$ cat config.mk
export PLATFORM = sky130hd
export DESIGN_NAME = key_entry
export DESIGN_NICKNAME = d
export VERILOG_FILES = /design/src/rtl/key_entry.sv
export SDC_FILE = /design/constraint.sdc
export NUM_CORES = 1
export LEC_CHECK = 0
export CAP_MARGIN = 20
export CORE_UTILIZATION = 24
export DETAILED_ROUTE_END_ITERATION = 7
export MAX_ROUTING_LAYER = met4
export SYNTH_ARGS = -nofsm -noshare
export SYNTH_HDL_FRONTEND = slang
export SYNTH_SLANG_ARGS = --single-unit
$ cat constraint.sdc
create_clock -name mclk -period 5.7 [get_ports mclk]
set_input_delay 1.425 -clock mclk [delete_from_list [all_inputs] [get_ports mclk]]
set_output_delay 1.425 -clock mclk [all_outputs]
set_load 0.01 [all_outputs]
$ cat src/rtl/key_entry.sv
`default_nettype none
// ============================================================================
//  Module   : key_entry
//  Purpose  : 4x4 keypad scanner with ghost rejection, scan-count debounce,
//             and an HH:MM entry FSM (A = start, B = cancel, 0..9 = digits).
//  Revision : 1.0  initial release
// ============================================================================
module key_entry #(
  parameter int DEBOUNCE_SCANS = 4
) (
  input  logic       mclk,
  input  logic       rst,
  input  logic       scan_en,
  input  logic [3:0] key_col,
  output logic [3:0] key_row,
  output logic       key_valid,
  output logic [3:0] key_code,
  output logic [4:0] set_h,
  output logic [5:0] set_m,
  output logic       set_valid,
  output logic       entry_busy,
  output logic [1:0] entry_pos
);

  localparam logic [3:0] DB_TARGET = 4'(DEBOUNCE_SCANS);
  // Scan result: bit 4 = key present, bits 3:0 = {row, col}; all zero = NONE.
  localparam logic [4:0] RES_NONE  = 5'b0_0000;

  typedef enum logic [2:0] {
    IDLE = 3'd0,
    HT   = 3'd1,
    HU   = 3'd2,
    MT   = 3'd3,
    MU   = 3'd4
  } entry_state_t;

  logic [1:0]   row_idx;
  logic [1:0]   acc_hits;     // keys seen so far this scan, saturating at 2
  logic [3:0]   acc_key;      // location of the most recent key seen this scan
  logic [4:0]   prev_res;
  logic [3:0]   stable_cnt;
  logic         armed;

  logic [3:0]   col_low;
  logic [2:0]   row_hits;
  logic [1:0]   row_col;
  logic [2:0]   scan_sum;
  logic [3:0]   hit_key;
  logic [4:0]   scan_res;
  logic [3:0]   cnt_next;

  entry_state_t state, state_nxt;
  logic         in_range;
  logic         digit_ok;
  logic [1:0]   h_tens;
  logic [3:0]   h_units;
  logic [2:0]   m_tens;

  assign key_row = ~(4'b0001 << row_idx);

  // Fold the current row sample into the running scan; compute result and debounce count.
  always_comb begin
    col_low  = ~key_col;
    row_hits = 3'd0;
    row_col  = 2'd0;
    for (int i = 0; i < 4; i++) begin
      if (col_low[i]) begin
        row_hits = row_hits + 3'd1;
        row_col  = 2'(i);
      end
    end
    // Row 0 starts a new scan, so earlier accumulation is ignored there.
    scan_sum = ((row_idx == 2'd0) ? 3'd0 : {1'b0, acc_hits}) + row_hits;
    hit_key  = (row_hits != 3'd0) ? {row_idx, row_col} : acc_key;
    scan_res = (scan_sum == 3'd1) ? {1'b1, hit_key} : RES_NONE;
    if (scan_res != prev_res)
      cnt_next = 4'd1;
    else if (stable_cnt >= DB_TARGET)
      cnt_next = DB_TARGET;
    else
      cnt_next = stable_cnt + 4'd1;
  end

  // Row scanning, debounce bookkeeping and press acceptance.
  always_ff @(posedge mclk or posedge rst) begin
    if (rst) begin
      row_idx    <= 2'd0;
      acc_hits   <= 2'd0;
      acc_key    <= 4'd0;
      prev_res   <= RES_NONE;
      stable_cnt <= 4'd0;
      armed      <= 1'b1;
      key_valid  <= 1'b0;
      key_code   <= 4'd0;
    end else begin
      key_valid <= 1'b0;
      if (scan_en) begin
        row_idx  <= row_idx + 2'd1;
        acc_hits <= (scan_sum >= 3'd2) ? 2'd2 : scan_sum[1:0];
        acc_key  <= hit_key;
        if (row_idx == 2'd3) begin
          prev_res   <= scan_res;
          stable_cnt <= cnt_next;
          if (cnt_next == DB_TARGET) begin
            if (scan_res[4] && armed) begin
              key_valid <= 1'b1;
              key_code  <= scan_res[3:0];
              armed     <= 1'b0;
            end else if (!scan_res[4]) begin
              armed <= 1'b1;
            end
          end
        end
      end
    end
  end

  // Entry FSM state register.
  always_ff @(posedge mclk or posedge rst) begin
    if (rst) state <= IDLE;
    else     state <= state_nxt;
  end

  // Entry FSM next state, digit range check and status outputs.
  always_comb begin
    state_nxt = state;
    digit_ok  = 1'b0;
    in_range  = 1'b0;
    case (state)
      HT:      in_range = (key_code <= 4'd2);
      HU:      in_range = (h_tens < 2'd2) ? (key_code <= 4'd9) : (key_code <= 4'd3);
      MT:      in_range = (key_code <= 4'd5);
      MU:      in_range = (key_code <= 4'd9);
      default: in_range = 1'b0;
    endcase
    if (key_valid) begin
      if (key_code == 4'hA) begin
        state_nxt = HT;
      end else if (state != IDLE) begin
        if (key_code == 4'hB) begin
          state_nxt = IDLE;
        end else if (in_range) begin
          digit_ok = 1'b1;
          case (state)
            HT:      state_nxt = HU;
            HU:      state_nxt = MT;
            MT:      state_nxt = MU;
            default: state_nxt = IDLE;
          endcase
        end
      end
    end
    entry_busy = (state != IDLE);
    case (state)
      HU:      entry_pos = 2'd1;
      MT:      entry_pos = 2'd2;
      MU:      entry_pos = 2'd3;
      default: entry_pos = 2'd0;
    endcase
  end

  // Digit capture and time load on the final accepted digit.
  always_ff @(posedge mclk or posedge rst) begin
    if (rst) begin
      h_tens    <= 2'd0;
      h_units   <= 4'd0;
      m_tens    <= 3'd0;
      set_h     <= 5'd0;
      set_m     <= 6'd0;
      set_valid <= 1'b0;
    end else begin
      set_valid <= 1'b0;
      if (digit_ok) begin
        case (state)
          HT: h_tens  <= key_code[1:0];
          HU: h_units <= key_code;
          MT: m_tens  <= key_code[2:0];
          MU: begin
            set_h     <= 5'd10 * {3'b000, h_tens} + {1'b0, h_units};
            set_m     <= 6'd10 * {3'b000, m_tens} + {2'b00, key_code};
            set_valid <= 1'b1;
          end
          default: ;
        endcase
      end
    end
  end

endmodule
`default_nettype wire

==> results of run 1 <==
## worst max-delay path, cell delays in order
cell and delay, ns:
clkdlybuf4s50_1 0.52, inv_1 0.08, ha_1 0.42, inv_1 0.10, xnor2_1 0.23, o21a_1 0.24, fa_1 0.45, o41a_1 0.48
and2_1 0.29, a311o_1 0.36, a21oi_2 0.19, o211ai_4 0.13, mux2_4 0.32
## cell type report
cell class	count	area share, %
Multi-Input combinational cell	203	45.0
Sequential cell	47	33.7
Timing Repair Buffer	32	9.39
Tap cell	143	5.13
Clock buffer	6	3.69
Inverter	25	2.69
Clock inverter	2	0.394
## cells in the final DEF (no fill, tap or decap), types with 2 or more instances in the layout
cell             Yosys  layout
xnor2_1              6       6
a21o_1               3       3
or3_1                4       4
o211ai_1             7       7
fa_1                 3       3
nor3_1               2       2
inv_1               25      24
ha_1                18      18
o21ai_0             19      19
nand3_1              6       6
nor2b_1              4       4
mux2_4               4       4
mux2i_1              2       2
a21boi_0             2       2
clkdlybuf4s50_1      0      30
mux2_2              14      14
a21oi_1             10      10
o2111ai_1            5       5
and2_1               5       5
dfrtp_1             46      46
nor2_1              10      10
nand2_1             29      29
clkbuf_16            0       5
o31ai_1              3       3
nand3b_1             3       3
o22ai_1              2       2
nor2b_2              2       2
xor2_1               4       4
a21oi_2              2       2
nand2b_1             3       3
o21a_1               3       3
## cells by family after synthesis
group,synth area share [%]
simple gates,14.1
compound gates,17.7
flops,40.5
buf+inv,5.59
mux,9.33
fa+ha+maj,9.80
xor+xnor,3.01
## flip-flops by register name (all words and copies together), names as in the netlist, 2 cells and up
register / flops
acc_hits: 2
m_tens: 3
row_idx: 2
set_m: 6
stable_cnt: 4
state: 3
key_code: 4
set_h: 5
h_tens: 2
acc_key: 4
h_units: 4
prev_res: 5
## per-stage QoR
stage          utilization, %  power, W  hold slack (ns)  instances
6_report                 30.1   0.00108            0.480        458
5_1_grt                  30.1   0.00116            0.520        458
4_1_cts                  29.9   0.00109            0.487        457
3_5_place_dp             28.7  0.000799            0.471        449
3_3_place_gp             28.7  0.000784            0.462        449
2_1_floorplan               -  0.000699            0.454        286
## path summary, 6_finish.rpt
| check | cells past startpoint | end | slack [ns] | from |
|---|---|---|---|---|
| worst max-delay path | 13 | key_code[0] | 0.64 | key_col[1] |
| worst min-delay path | 2 | set_m[2] | 0.48 | set_m[2] |
| worst max register to register | 12 | key_code[0] | 2.28 | row_idx[0] |
| worst min register to register | 2 | set_m[2] | 0.48 | set_m[2] |
| max in group asynchronous | 3 | armed | 3.74 | rst |
| min in group asynchronous | 2 | set_valid | 1.41 | rst |
## per-layer routing
layer,vias to the layer above,global-route usage (%),wire (microns)
li1,1073,-,-
met1,1039,12.8,2820
met3,7,2.54,305
met4,0,2.93,52
met5,-,-,0
met2,53,17.0,2810
## power groups by stage
stage                     Combinational, W  Clock (W)  Sequential, W
after detailed placement          0.000363          0       0.000436
after CTS                         0.000363   0.000295       0.000432
after floorplan                   0.000276          0       0.000423
final                             0.000363   0.000286       0.000432
after global routing              0.000413   0.000310       0.000440
after global placement            0.000347          0       0.000437
==> impl_metrics.py, run 1 <==
metrics = {
    "worst_setup_path": {
        "cp.arrival_ns": 5.24,
        "end_kind": "flip-flop",
        "critical_path_class": "in -> reg",
        "cp_max_fo": 10,
        "required_ns": 5.88,
        "cp-start-kind": "input port",
    },
    "timing": {
        "finalSetupViolCount": 0,
        "fin_ws_ns": 0.639,
        "fin_crit_sh_pct": 88.8,
        "fin_skew_ns": 0.00863,
        "fmax_mhz": 198,
        "relSlewSlack_pct": 56.6,
        "period_needed_ns": 5.06,
        "tightestPinTransition_ns": 0.650,
        "finalHoldViolCount": 0,
        "fin_tns_setup_ns": 0,
        "finalMaxSlewViolations": 0,
        "rsz0062_at_grt": "no",
    },
    "global_route": {
        "grt_pass1_wl_microns": 10400,
        "grt_pass1_vias": 2192,
        "grt_max_degree": 48,
        "overflow": 0,
        "antenna_found_initial": 0,
        "grt_usage_pct": 10.4,
    },
    "pwr": {
        "combPwrFrac_pct": 33.6,
        "leakage_nw": 1.54,
        "ir_drop_uv": 109,
        "power.density_nw_per_um2": 310,
        "clockPowerShare_pct": 26.5,
        "swShare_pct": 34.9,
        "p_sw_w": 0.000378,
        "seq_power_share_pct": 40.0,
        "internal_power_w": 0.000704,
    },
    "floorplan": {
        "die_h_microns": 112,
        "start_util_pct": 25.1,
        "core_region_area_sq_um": 11600,
        "pin_count": 31,
        "fp.dieW_microns": 112,
        "dieArea_sq_um": 12600,
        "fp-row-count": 39,
    },
    "synthesis": {
        "synthTopCellsByCount": "dfrtp_1 (46), nand2_1 (29), inv_1 (25)",
        "syn-num-nets": 314,
        "syn_inst": 286,
        "synthTopCellsByArea": "dfrtp_1 (40%), ha_1 (7.7%), mux2_2 (5.4%)",
        "synth_top_cell_area_share_pct": 39.6,
        "yosysTopAreaCell": "dfrtp_1",
        "synth-async-reset-ratio_pct": 100,
        "synthesis.area_sq_um": 2910,
        "synth.most_common_cell": "dfrtp_1",
        "seq_area_frac_synth_pct": 40.5,
        "yosys_register_bits": 47,
        "ys_types": 62,
        "synthFlopType": "dfrtp_1",
        "yosys_warnings": 0,
        "avgSynthCellArea_sq_um": 10.2,
        "synth_edf_count": 0,
    },
    "detailed_routing": {
        "vias": 2172,
        "drt_iter0_markers": 151,
        "dr.pass1.iters": 6,
        "post-route-drc-count": 5,
        "ant_nets": 0,
        "via_per_inst": 4.74,
        "wl_per_cell_microns": 13.1,
        "routed_wl_microns": 5980,
    },
    "placed_design": {
        "post-dp-hpwl_microns": 4460,
        "pre_cts_ws_ns": 0.332,
        "port_buffers": 30,
        "placed_area_sq_um": 3330,
        "gp_congestion": 0.837,
    },
    "layout": {
        "antenna_cells": 0,
        "area_delta_synth_final_pct": 19.9,
        "drive_above_1_share_pct": 13.3,
        "nNetsFinal": 342,
        "num-fill-cells": 1222,
        "register_area_sq_um": 1180,
        "fin_area_sq_um": 3490,
        "multi_input_area_sq_um": 1570,
    },
    "cts": {
        "cts_tree": "built",
        "path_clk_slew_ns": 0.07,
        "cts_resized": 0,
        "ctsHoldBuffers": 0,
        "cts_setup_buffers": 0,
        "cts_made_buffers": 5,
        "clockRootBuffer": "clkbuf_16",
        "h-tree-depth": 2,
        "clock_path_buffers": 2,
        "clk_latency_ns": 0.29,
        "clock_sinks": 47,
    },
    "job": {
        "drv_cap": 0,
    },
    "hold_path": {
        "holdCritPathClass": "reg -> reg",
    },
    "status": {
        "outcome": "finished, violations left",
        "violations": "DRC",
    },
}
Note: power is estimated with default switching activity, not from simulation.
==> run 2, diff against run 1 <==
--- a/config.mk
+++ b/config.mk
@@ -9,6 +9,7 @@
 export CORE_UTILIZATION = 24
 export DETAILED_ROUTE_END_ITERATION = 7
 export MAX_ROUTING_LAYER = met4
+export SETUP_SLACK_MARGIN = 0.4
 export SYNTH_ARGS = -nofsm -noshare
 export SYNTH_HDL_FRONTEND = slang
 export SYNTH_SLANG_ARGS = --single-unit
==> constraint.sdc (replaced) <==
create_clock -name mclk -period 4.65 [get_ports mclk]
set_input_delay 1.1625 -clock mclk [delete_from_list [all_inputs] [get_ports mclk]]
set_output_delay 1.1625 -clock mclk [all_outputs]
set_load 0.01 [all_outputs]
==> run 2 against run 1 <==
Net effect: the run still ends with DRC left; global-route usage increased by 0.14 points; sequential cell count unchanged; core utilization increased by 1.9 points; clock skew decreased by 0.0042 ns; worst hold slack got worse by 0.0013 ns; non-clock buffer count increased by 23; combinational power increased by 44%; via count increased by 3.9%; highest routed layer unchanged.
==> impl_metrics.py, run 2 (synthesized netlist as in run 1, its figures left out) <==
metrics = {
    "status": {
        "outcome": "finished, violations left",
        "violations": "DRC",
    },
    "layout": {
        "antenna_cells": 0,
        "num-fill-cells": 1192,
        "drive_above_1_share_pct": 21.6,
        "area_delta_synth_final_pct": 27.4,
        "largest_reg_flops": 6,
        "reg_top3": "set_m (6), prev_res (5), set_h (5)",
        "largest_register": "set_m",
        "layout_commonest_cell": "dfrtp_1",
        "fin_area_sq_um": 3710,
        "most-common-layout-cells": "dfrtp_1 (46), nand2_1 (28), clkdlybuf4s50_1 (28)",
        "nNetsFinal": 365,
    },
    "cts": {
        "clockRootBuffer": "clkbuf_16",
        "path_clk_slew_ns": 0.06,
        "h-tree-depth": 2,
        "clock_path_buffers": 2,
        "clk_latency_ns": 0.29,
        "cts_made_buffers": 5,
        "cts_setup_buffers": 0,
        "cts_tree": "built",
        "clock_sinks": 47,
    },
    "placed_design": {
        "gp_congestion": 0.843,
        "post-dp-hpwl_microns": 4580,
        "port_buffers": 30,
        "placed_area_sq_um": 3500,
    },
    "worst_setup_path": {
        "worst_path_most_repeated_cell": "buf_4",
        "cp_max_fo": 6,
        "max_stage_delay_ns": 0.56,
        "critPathBufInv": 5,
        "critical_path_class": "in -> reg",
        "end_kind": "flip-flop",
        "cp_top_family": "adder cells",
        "required_ns": 4.82,
        "worstPathCellList": "clkdlybuf4s15_1 -> inv_2 -> ha_4 -> xnor2_2 -> xnor2_1 -> ha_2 -> inv_1 -> fa_1 -> and2_1 -> o41a_1 -> and2_4 -> buf_4 -> o32ai_2 -> buf_4 -> o211ai_4 -> mux2_4",
        "crit_path_top_delay_cell": "fa_1",
        "cp.arrival_ns": 4.30,
        "cp-start-kind": "input port",
    },
    "floorplan": {
        "die_h_microns": 112,
        "dieArea_sq_um": 12600,
        "core_region_area_sq_um": 11600,
        "start_util_pct": 25.1,
        "fp-row-count": 39,
        "fp.dieW_microns": 112,
        "pin_count": 31,
    },
    "timing": {
        "fin_tns_setup_ns": 0,
        "finalMaxSlewViolations": 0,
        "rsz0062_at_grt": "no",
        "finalSetupViolCount": 0,
        "relSlewSlack_pct": 62.2,
        "fin_skew_ns": 0.00441,
        "fin_crit_sh_pct": 88.8,
        "tightestPinTransition_ns": 0.568,
        "fmax_mhz": 242,
        "period_needed_ns": 4.13,
        "finalHoldViolCount": 0,
    },
    "detailed_routing": {
        "vias": 2257,
        "via_per_inst": 4.69,
        "ant_nets": 0,
        "routed_wl_microns": 6040,
        "wl_per_cell_microns": 12.6,
        "dr.pass1.iters": 8,
        "post-route-drc-count": 3,
        "drt_iter0_markers": 129,
    },
    "global_route": {
        "grt_usage_pct": 10.6,
        "grt_max_degree": 48,
        "grt_pass1_wl_microns": 10500,
        "grt_pass1_vias": 2242,
        "overflow": 0,
        "antenna_found_initial": 0,
    },
    "pwr": {
        "p_sw_w": 0.000475,
        "clockPowerShare_pct": 26.6,
        "finalPower_w": 0.00144,
        "ir_drop_uv": 135,
        "swShare_pct": 33.1,
        "combPwrFrac_pct": 36.4,
        "power.density_nw_per_um2": 387,
        "leakage_nw": 1.66,
        "seq_power_share_pct": 37.0,
        "internal_power_w": 0.000960,
    },
    "hold_path": {
        "holdCritPathClass": "reg -> reg",
    },
    "job": {
        "drv_cap": 0,
    },
}
[run 2: cell types whose count changed in the layout (fill, tap and decap cells not counted), moves of 2 or more]
cell,before,now
buf_4,1,24
clkbuf_8,0,2
clkdlybuf4s50_1,30,28
ha_1,18,16
inv_1,24,22
inv_2,1,3
[run 2: worst reg2reg max path: stages, from the launching register on]
cell and delay, ns:
dfrtp_1 0.46, inv_1 0.10, ha_1 0.23, nor2b_1 0.15
ha_2 0.18, inv_1 0.05, fa_1 0.56, and2_1 0.13
o41a_1 0.21, and2_4 0.20, buf_4 0.12, o32ai_2 0.06
buf_4 0.17, o211ai_4 0.25, mux2_4 0.32
[run 2: power by group through the flow]
stage | Clock [W] | Combinational [W] | Sequential [W]
after floorplan | 0 | 0.000338 | 0.000518
after global placement | 0 | 0.000502 | 0.000536
after detailed placement | 0 | 0.000511 | 0.000536
after CTS | 0.000397 | 0.000522 | 0.000531
after global routing | 0.000409 | 0.000583 | 0.000542
final | 0.000382 | 0.000522 | 0.000531
[run 2: routing by layer]
layer | share of wire, % | GRT usage [%] | routed length (microns)
met1 | 48 | 13.0 | 2900
met2 | 49 | 17.3 | 2930
met3 | 2.8 | 2.05 | 168
met4 | 0.68 | 3.64 | 41
met5 | 0 | - | 0
[run 2: final cells by class]
cell class	instances	area [sq um]	share of cell area [%]
clock buffers	7	153	4.12
clock inverters	1	7.51	0.202
inverters	25	93.8	2.53
multi-input cells	203	1600	43.1
flip-flops and latches	47	1180	31.8
well taps	143	179	4.83
repair buffers	55	499	13.5
[run 2: path summary, 6_finish.rpt]
path,from,endpoint,slack (ns),cells past startpoint
hold reg to reg,set_h[2],set_h[2],0.48,2
hold / removal,set_h[2],set_h[2],0.48,2
max in group asynchronous,rst,armed,3.02,3
setup reg to reg,row_idx[0],key_code[3],1.34,14
min in group asynchronous,rst,acc_key[3],1.10,2
setup / recovery,key_col[1],key_code[3],0.52,16
[run 2: timing repair]
action,in CTS,in global routing
endpoints found under the hold margin,0,0
hold buffers,0,0
gates resized for setup,9,3
setup endpoints to repair,9,5
pin swaps,7,1
[run 2: stage by stage]
| stage | hold slack, ns | cells | utilization, % | setup WS, ns |
|---|---|---|---|---|
| after global placement | 0.460 | 472 | 30.1 | -0.102 |
| after global routing | 0.509 | 481 | 31.9 | 0.417 |
| after detailed placement | 0.469 | 472 | 30.1 | -0.191 |
| after CTS | 0.484 | 480 | 31.7 | 0.499 |
| final | 0.478 | 481 | 31.9 | 0.523 |
| after floorplan | 0.454 | 286 | - | 0.416 |
